[src/rtl/tinyqv_decode_stage.sv]
// tinyQV instruction decode stage: combinational RV32I/E decode
// feeding a two-entry skid buffer so in_ready comes from a flop.
module tinyqv_decode_stage #(
  parameter int REG_ADDR_BITS = 4,
  parameter int PC_BITS       = 24
) (
  input  logic                     clk,
  input  logic                     rstn,
  input  logic                     flush,
  input  logic                     in_valid,
  output logic                     in_ready,
  input  logic [31:0]              in_instr,
  input  logic [PC_BITS-1:0]       in_pc,
  output logic                     out_valid,
  input  logic                     out_ready,
  output logic [PC_BITS-1:0]       out_pc,
  output logic [31:0]              imm,
  output logic                     is_load,
  output logic                     is_alu_imm,
  output logic                     is_auipc,
  output logic                     is_store,
  output logic                     is_alu_reg,
  output logic                     is_lui,
  output logic                     is_branch,
  output logic                     is_jalr,
  output logic                     is_jal,
  output logic                     is_system,
  output logic                     is_illegal,
  output logic [2:0]               instr_len,
  output logic [3:0]               alu_op,
  output logic [2:0]               mem_op,
  output logic [REG_ADDR_BITS-1:0] rs1,
  output logic [REG_ADDR_BITS-1:0] rs2,
  output logic [REG_ADDR_BITS-1:0] rd
);

  localparam int N     = REG_ADDR_BITS;
  localparam bit RV32E = (N == 4);

  typedef struct packed {
    logic [PC_BITS-1:0] pc;
    logic [31:0]        imm;
    logic [9:0]         cls;
    logic               ill;
    logic [2:0]         len;
    logic [3:0]         alu;
    logic [2:0]         mem;
    logic [N-1:0]       rs1;
    logic [N-1:0]       rs2;
    logic [N-1:0]       rd;
  } dec_t;

  logic [31:0] i;
  logic [6:0]  op;
  logic [2:0]  f3;

  assign i  = in_instr;
  assign op = i[6:0];
  assign f3 = i[14:12];

  logic c_load, c_alu_imm, c_auipc, c_store, c_alu_reg;
  logic c_lui, c_branch, c_jalr, c_jal, c_system;

  always_comb begin
    c_load    = 1'b0;
    c_alu_imm = 1'b0;
    c_auipc   = 1'b0;
    c_store   = 1'b0;
    c_alu_reg = 1'b0;
    c_lui     = 1'b0;
    c_branch  = 1'b0;
    c_jalr    = 1'b0;
    c_jal     = 1'b0;
    c_system  = 1'b0;
    unique case (1'b1)
      (op == 7'b0000011): c_load    = 1'b1;
      (op == 7'b0010011): c_alu_imm = 1'b1;
      (op == 7'b0010111): c_auipc   = 1'b1;
      (op == 7'b0100011): c_store   = 1'b1;
      (op == 7'b0110011): c_alu_reg = 1'b1;
      (op == 7'b0110111): c_lui     = 1'b1;
      (op == 7'b1100011): c_branch  = 1'b1;
      (op == 7'b1100111): c_jalr    = 1'b1;
      (op == 7'b1101111): c_jal     = 1'b1;
      (op == 7'b1110011): c_system  = 1'b1;
      default: ;
    endcase
  end

  logic [9:0] cls;
  logic       known;
  logic       use_rd, use_rs1, use_rs2;
  logic       reg_bad, ill;

  assign cls = {c_load, c_alu_imm, c_auipc, c_store, c_alu_reg,
                c_lui, c_branch, c_jalr, c_jal, c_system};
  assign known   = |cls;
  assign use_rd  = known && !(c_store || c_branch);
  assign use_rs1 = c_load || c_alu_imm || c_store
                || c_alu_reg || c_branch || c_jalr;
  assign use_rs2 = c_store || c_alu_reg || c_branch;

  // RV32E has only x0..x15: bit 4 of any used register field is illegal
  assign reg_bad = RV32E && ((use_rd  && i[11])
                          || (use_rs1 && i[19])
                          || (use_rs2 && i[24]));
  assign ill = !known || reg_bad;

  logic [31:0] imm_d;

  always_comb begin
    imm_d = '0;
    unique case (1'b1)
      (c_load || c_alu_imm || c_jalr || c_system):
        imm_d = {{20{i[31]}}, i[31:20]};
      c_store:
        imm_d = {{20{i[31]}}, i[31:25], i[11:7]};
      c_branch:
        imm_d = {{19{i[31]}}, i[31], i[7], i[30:25], i[11:8], 1'b0};
      (c_lui || c_auipc):
        imm_d = {i[31:12], 12'b0};
      c_jal:
        imm_d = {{11{i[31]}}, i[31], i[19:12], i[20], i[30:21], 1'b0};
      default: ;
    endcase
  end

  logic [3:0] alu_d;

  always_comb begin
    alu_d = {1'b0, f3};
    if (c_alu_reg || (c_alu_imm && f3 == 3'b101))
      alu_d[3] = i[30];
  end

  dec_t dec;

  always_comb begin
    dec     = '0;
    dec.pc  = in_pc;
    dec.imm = imm_d;
    dec.cls = ill ? 10'b0 : cls;
    dec.ill = ill;
    dec.len = (i[1:0] == 2'b11) ? 3'd4 : 3'd2;
    dec.alu = alu_d;
    dec.mem = f3;
    dec.rs1 = i[15 +: N];
    dec.rs2 = i[20 +: N];
    dec.rd  = i[7 +: N];
  end

  dec_t main_q, skid_q;
  logic main_valid, skid_valid;
  logic accept;

  assign in_ready = !skid_valid;
  assign accept   = in_valid && in_ready;

  always_ff @(posedge clk or negedge rstn) begin
    if (!rstn) begin
      main_valid <= 1'b0;
      skid_valid <= 1'b0;
      main_q     <= '0;
      skid_q     <= '0;
    end else if (flush) begin
      main_valid <= 1'b0;
      skid_valid <= 1'b0;
    end else if (!main_valid || out_ready) begin
      if (skid_valid) begin
        main_q     <= skid_q;
        main_valid <= 1'b1;
        skid_valid <= 1'b0;
      end else if (accept) begin
        main_q     <= dec;
        main_valid <= 1'b1;
      end else begin
        main_valid <= 1'b0;
      end
    end else if (accept) begin
      skid_q     <= dec;
      skid_valid <= 1'b1;
    end
  end

  assign out_valid  = main_valid;
  assign out_pc     = main_q.pc;
  assign imm        = main_q.imm;
  assign is_load    = main_q.cls[9];
  assign is_alu_imm = main_q.cls[8];
  assign is_auipc   = main_q.cls[7];
  assign is_store   = main_q.cls[6];
  assign is_alu_reg = main_q.cls[5];
  assign is_lui     = main_q.cls[4];
  assign is_branch  = main_q.cls[3];
  assign is_jalr    = main_q.cls[2];
  assign is_jal     = main_q.cls[1];
  assign is_system  = main_q.cls[0];
  assign is_illegal = main_q.ill;
  assign instr_len  = main_q.len;
  assign alu_op     = main_q.alu;
  assign mem_op     = main_q.mem;
  assign rs1        = main_q.rs1;
  assign rs2        = main_q.rs2;
  assign rd         = main_q.rd;

endmodule

[config.mk]
export PLATFORM = sky130hd
export DESIGN_NAME = tinyqv_decode_stage
export DESIGN_NICKNAME = d
export VERILOG_FILES = /design/src/rtl/tinyqv_decode_stage.sv
export SDC_FILE = /design/constraint.sdc
export NUM_CORES = 1
export LEC_CHECK = 0
export CORE_UTILIZATION = 55
export DETAILED_ROUTE_END_ITERATION = 7
export GPL_TIMING_DRIVEN = 0
export PLACE_DENSITY = 0.82
export SETUP_SLACK_MARGIN = 0.02
export SLEW_MARGIN = 25
export SYNTH_ARGS = -nofsm -noshare
export SYNTH_HDL_FRONTEND = slang
export SYNTH_SLANG_ARGS = --single-unit
[constraint.sdc]
create_clock -name clk -period 5.2 [get_ports clk]
set_input_delay 0.78 -clock clk [delete_from_list [all_inputs] [get_ports clk]]
set_output_delay 0.78 -clock clk [all_outputs]
set_load 0.005 [all_outputs]
==> metrics.md <==
| Metric | Value |
|---|---|
| CP most frequent cell | clkbuf_1 |
| Max VDD drop | 0.2565 mV |
| Die footprint | 14,270 sq um |
| Max Clock Freq | 337.6 MHz |
| Slowest stage delay, CP | 590 ps |
| Largest reg by FF count | skid_q |
| Total number of vias | 6,835 |
| FP Rows | 42 |
| CTS tree | yes |
| Reg clk slew, reported paths | 70 ps |
| Number of flip-flops under the largest register name | 85 |
| Worst Max-Slew Pin Slew | 837.0 ps |
| Worst setup margin | 2238 ps |
| Initial antenna violation count | 0 |
| CTS buffer count | 17 |
| Period utilisation layout | 0.5696 |
| Worst R2R Start | skid_valid$_DFFE_PN0P_ |
| EDFF count, synth | 0 |
| Detail Placement HPWL | 15,180 microns |
| Residual DRC count | 0 |
| RSZ-0062 raised after global routing | no |
| Hold_buf cts | 0 |
| HP Class | in2async |
| Number of global-route vias before repair | 6,580 |
| Placement Setup Slack | 1918 ps |
| # diodes | 0 |
| Post-synth top cells | nand2_1, dfrtp_1, o21ai_0 |
| Area Growth Syn to Fin | 31.16% |
| H-tree levels | 4 |
| Synth Cell Area | 7586 sq um |
| Fin Hold WS | 351.4 ps |
| Yosys reg bits | 172 |
| Post-cts resize count | 0 |
| # nets final | 1,044 |
| Sequential Area | 4304 sq um |
| Max FO, Critical Path | 10 |
| Routed Antenna Nets | 0 |
| Most frequent cell after synthesis | nand2_1 |
| Clock Sink Count | 172 |
| Critical-path top delay cell | clkdlybuf4s50_1 |
| Slew Limit Fails | 0 |
| Max_cap viols | 0 |
| Layout cells sized above 1 | 0.05622 |
| Synth Net Count | 875 |
| Setup crit end kind | register |
| Main synth FF type | dfrtp_1 |
| Crit path required time | 5540 ps |
| Synth Instances | 814 |
| Drt total wl | 21,650 microns |
| Top cell type's share of synthesized area | 0.5674 |
| First-pass GRT wire length | 34,330 microns |
| Port bufs | 149 |
| Total power | 3.524 mW |
| CTS Buffer Depth | 2 |
| Fillers | 967 |
| Post-route minimum period | 2962 ps |
| Slew margin rel. | 0.4420 |
| Core Area | 13,350 sq um |
| Post-synth top area cell | dfrtp_1 |
| Worst Setup Start Kind | input port |
| Syn_area_per_cell | 9.319 sq um |
| Power Density | 354.2 nW/um^2 |
| Outcome | completed |
| Ys async rst share | 1.000 |
| Launch point of the worst path | in_instr[5] |
| Wire per inst | 18.47 microns |
| Final setup vio count | 0 |
| R2r setup slk | 2540 ps |
| Seq/Total Area, Yosys | 0.5674 |
| Setup Buffers After CTS | 0 |
| Initial drt markers | 663 |
| Final Hold Vio Count | 0 |
| Io pins | 152 |
| # placed instances | 1,140 |
| Die H | 119.4 microns |
| Avg Vias per Cell | 5.832 |
| GRT Util Overall | 0.3150 |
| Cells along the critical path | clkdlybuf4s50_1 -> clkbuf_1 -> and2_1 -> a22oi_1 -> nor2_1 -> clkbuf_1 -> a21oi_1 -> o22ai_1 |
| Clk Latency, worst-skew pair | 430 ps |
| WP data arrival | 3300 ps |
| Non-Filler Instances | 1,172 |
| Gr ovfl total | 0 |
| Largest net degree at the start of global routing | 88 |
| TNS Setup | 0 ps |
| Multi-input logic area | 2989 sq um |
| YS warnings | 0 |
| DR pass1 iterations | 6 |
| Die width | 119.4 microns |
| Gpl congestion | 0.9044 |
| Setup Skew | 6.730 ps |
| Initial core utilization | 0.5683 |
| CTS root buf | clkbuf_16 |
| Setup CP Type | in2reg |
| Cell variety after synth | 51 |
| Lkg Pwr | 4.376 nW |
| Largest cells by area after synthesis | dfrtp_1, nand2_1, o21ai_0 |
path summary, 6_finish.rpt:
path	end	cells past startpoint
setup / recovery	imm[24]$_DFFE_PN0P_	8
hold / removal	imm[0]$_DFFE_PN0P_	1
setup reg to reg	rs2[3]$_DFFE_PN0P_	7
hold reg to reg	skid_q[40]$_DFFE_PN0P_	2
max in group asynchronous	imm[17]$_DFFE_PN0P_	2
min in group clk	skid_q[40]$_DFFE_PN0P_	2
cell type report:
cell class	count	share of cell area
Inverter	4	0.001509
Tap cell	176	0.02213
Multi-Input combinational cell	576	0.3004
Clock buffer	23	0.04904
Timing Repair Buffer	150	0.1532
Sequential cell	172	0.4326
Clock inverter	9	0.01320
Buffer	62	0.02792
critical path: cells and delay by family:
| kind | cells | cell delay (ps) |
|---|---|---|
| AO/OA/AOI/OAI | 3 | 520 |
| buffers and inverters | 3 | 1550 |
| AND/OR/NAND/NOR | 2 | 440 |
metal layers:
metal,wire length [microns],global-route usage,vias up
met5,0,0,-
met4,526,0.1234,0
met3,1771,0.07711,44
met2,10180,0.4848,358
met1,9175,0.4304,3303
li1,-,-,3130
per-stage QoR:
step,util,area (sq um)
floorplan,-,7586
global placement,0.6966,9298
detailed placement,0.6990,9330
CTS,0.7454,9950
global route,0.7454,9950
finish,0.7454,9950
placed cells by master (no fill, tap or decap), drive strengths merged, types with 6 or more instances in the layout:
cell type | netlist | routed
and3 | 22 | 22
dfrtp | 172 | 172
mux2i | 40 | 40
o22ai | 15 | 15
clkdlybuf4s50 | 0 | 148
o21ai | 97 | 97
a21oi | 68 | 68
nand2 | 220 | 220
inv | 4 | 6
buf | 24 | 26
nor2 | 40 | 40
clkbuf | 38 | 61
o31ai | 7 | 7
or3 | 11 | 11
where the power goes:
group          total (mW)  leakage [nW]  internal, mW  switching, mW
clock                1.33         0.308         0.809          0.523
combinational       0.570          1.86         0.298          0.272
sequential           1.62          2.21          1.52          0.103
logic make-up after synthesis:
kind of cell / count (synthesis) / share of synthesized area
and+or+nand+nor: 324 / 0.1854
xor gates and xnor gates: 1 / 0.001155
AOI/OAI and AO/OA: 209 / 0.1527
muxes: 41 / 0.05426
buffers and inverters: 66 / 0.03859
DFF: 172 / 0.5674
other: 1 / 0.0004943
Power figures use the tool's default switching activity.
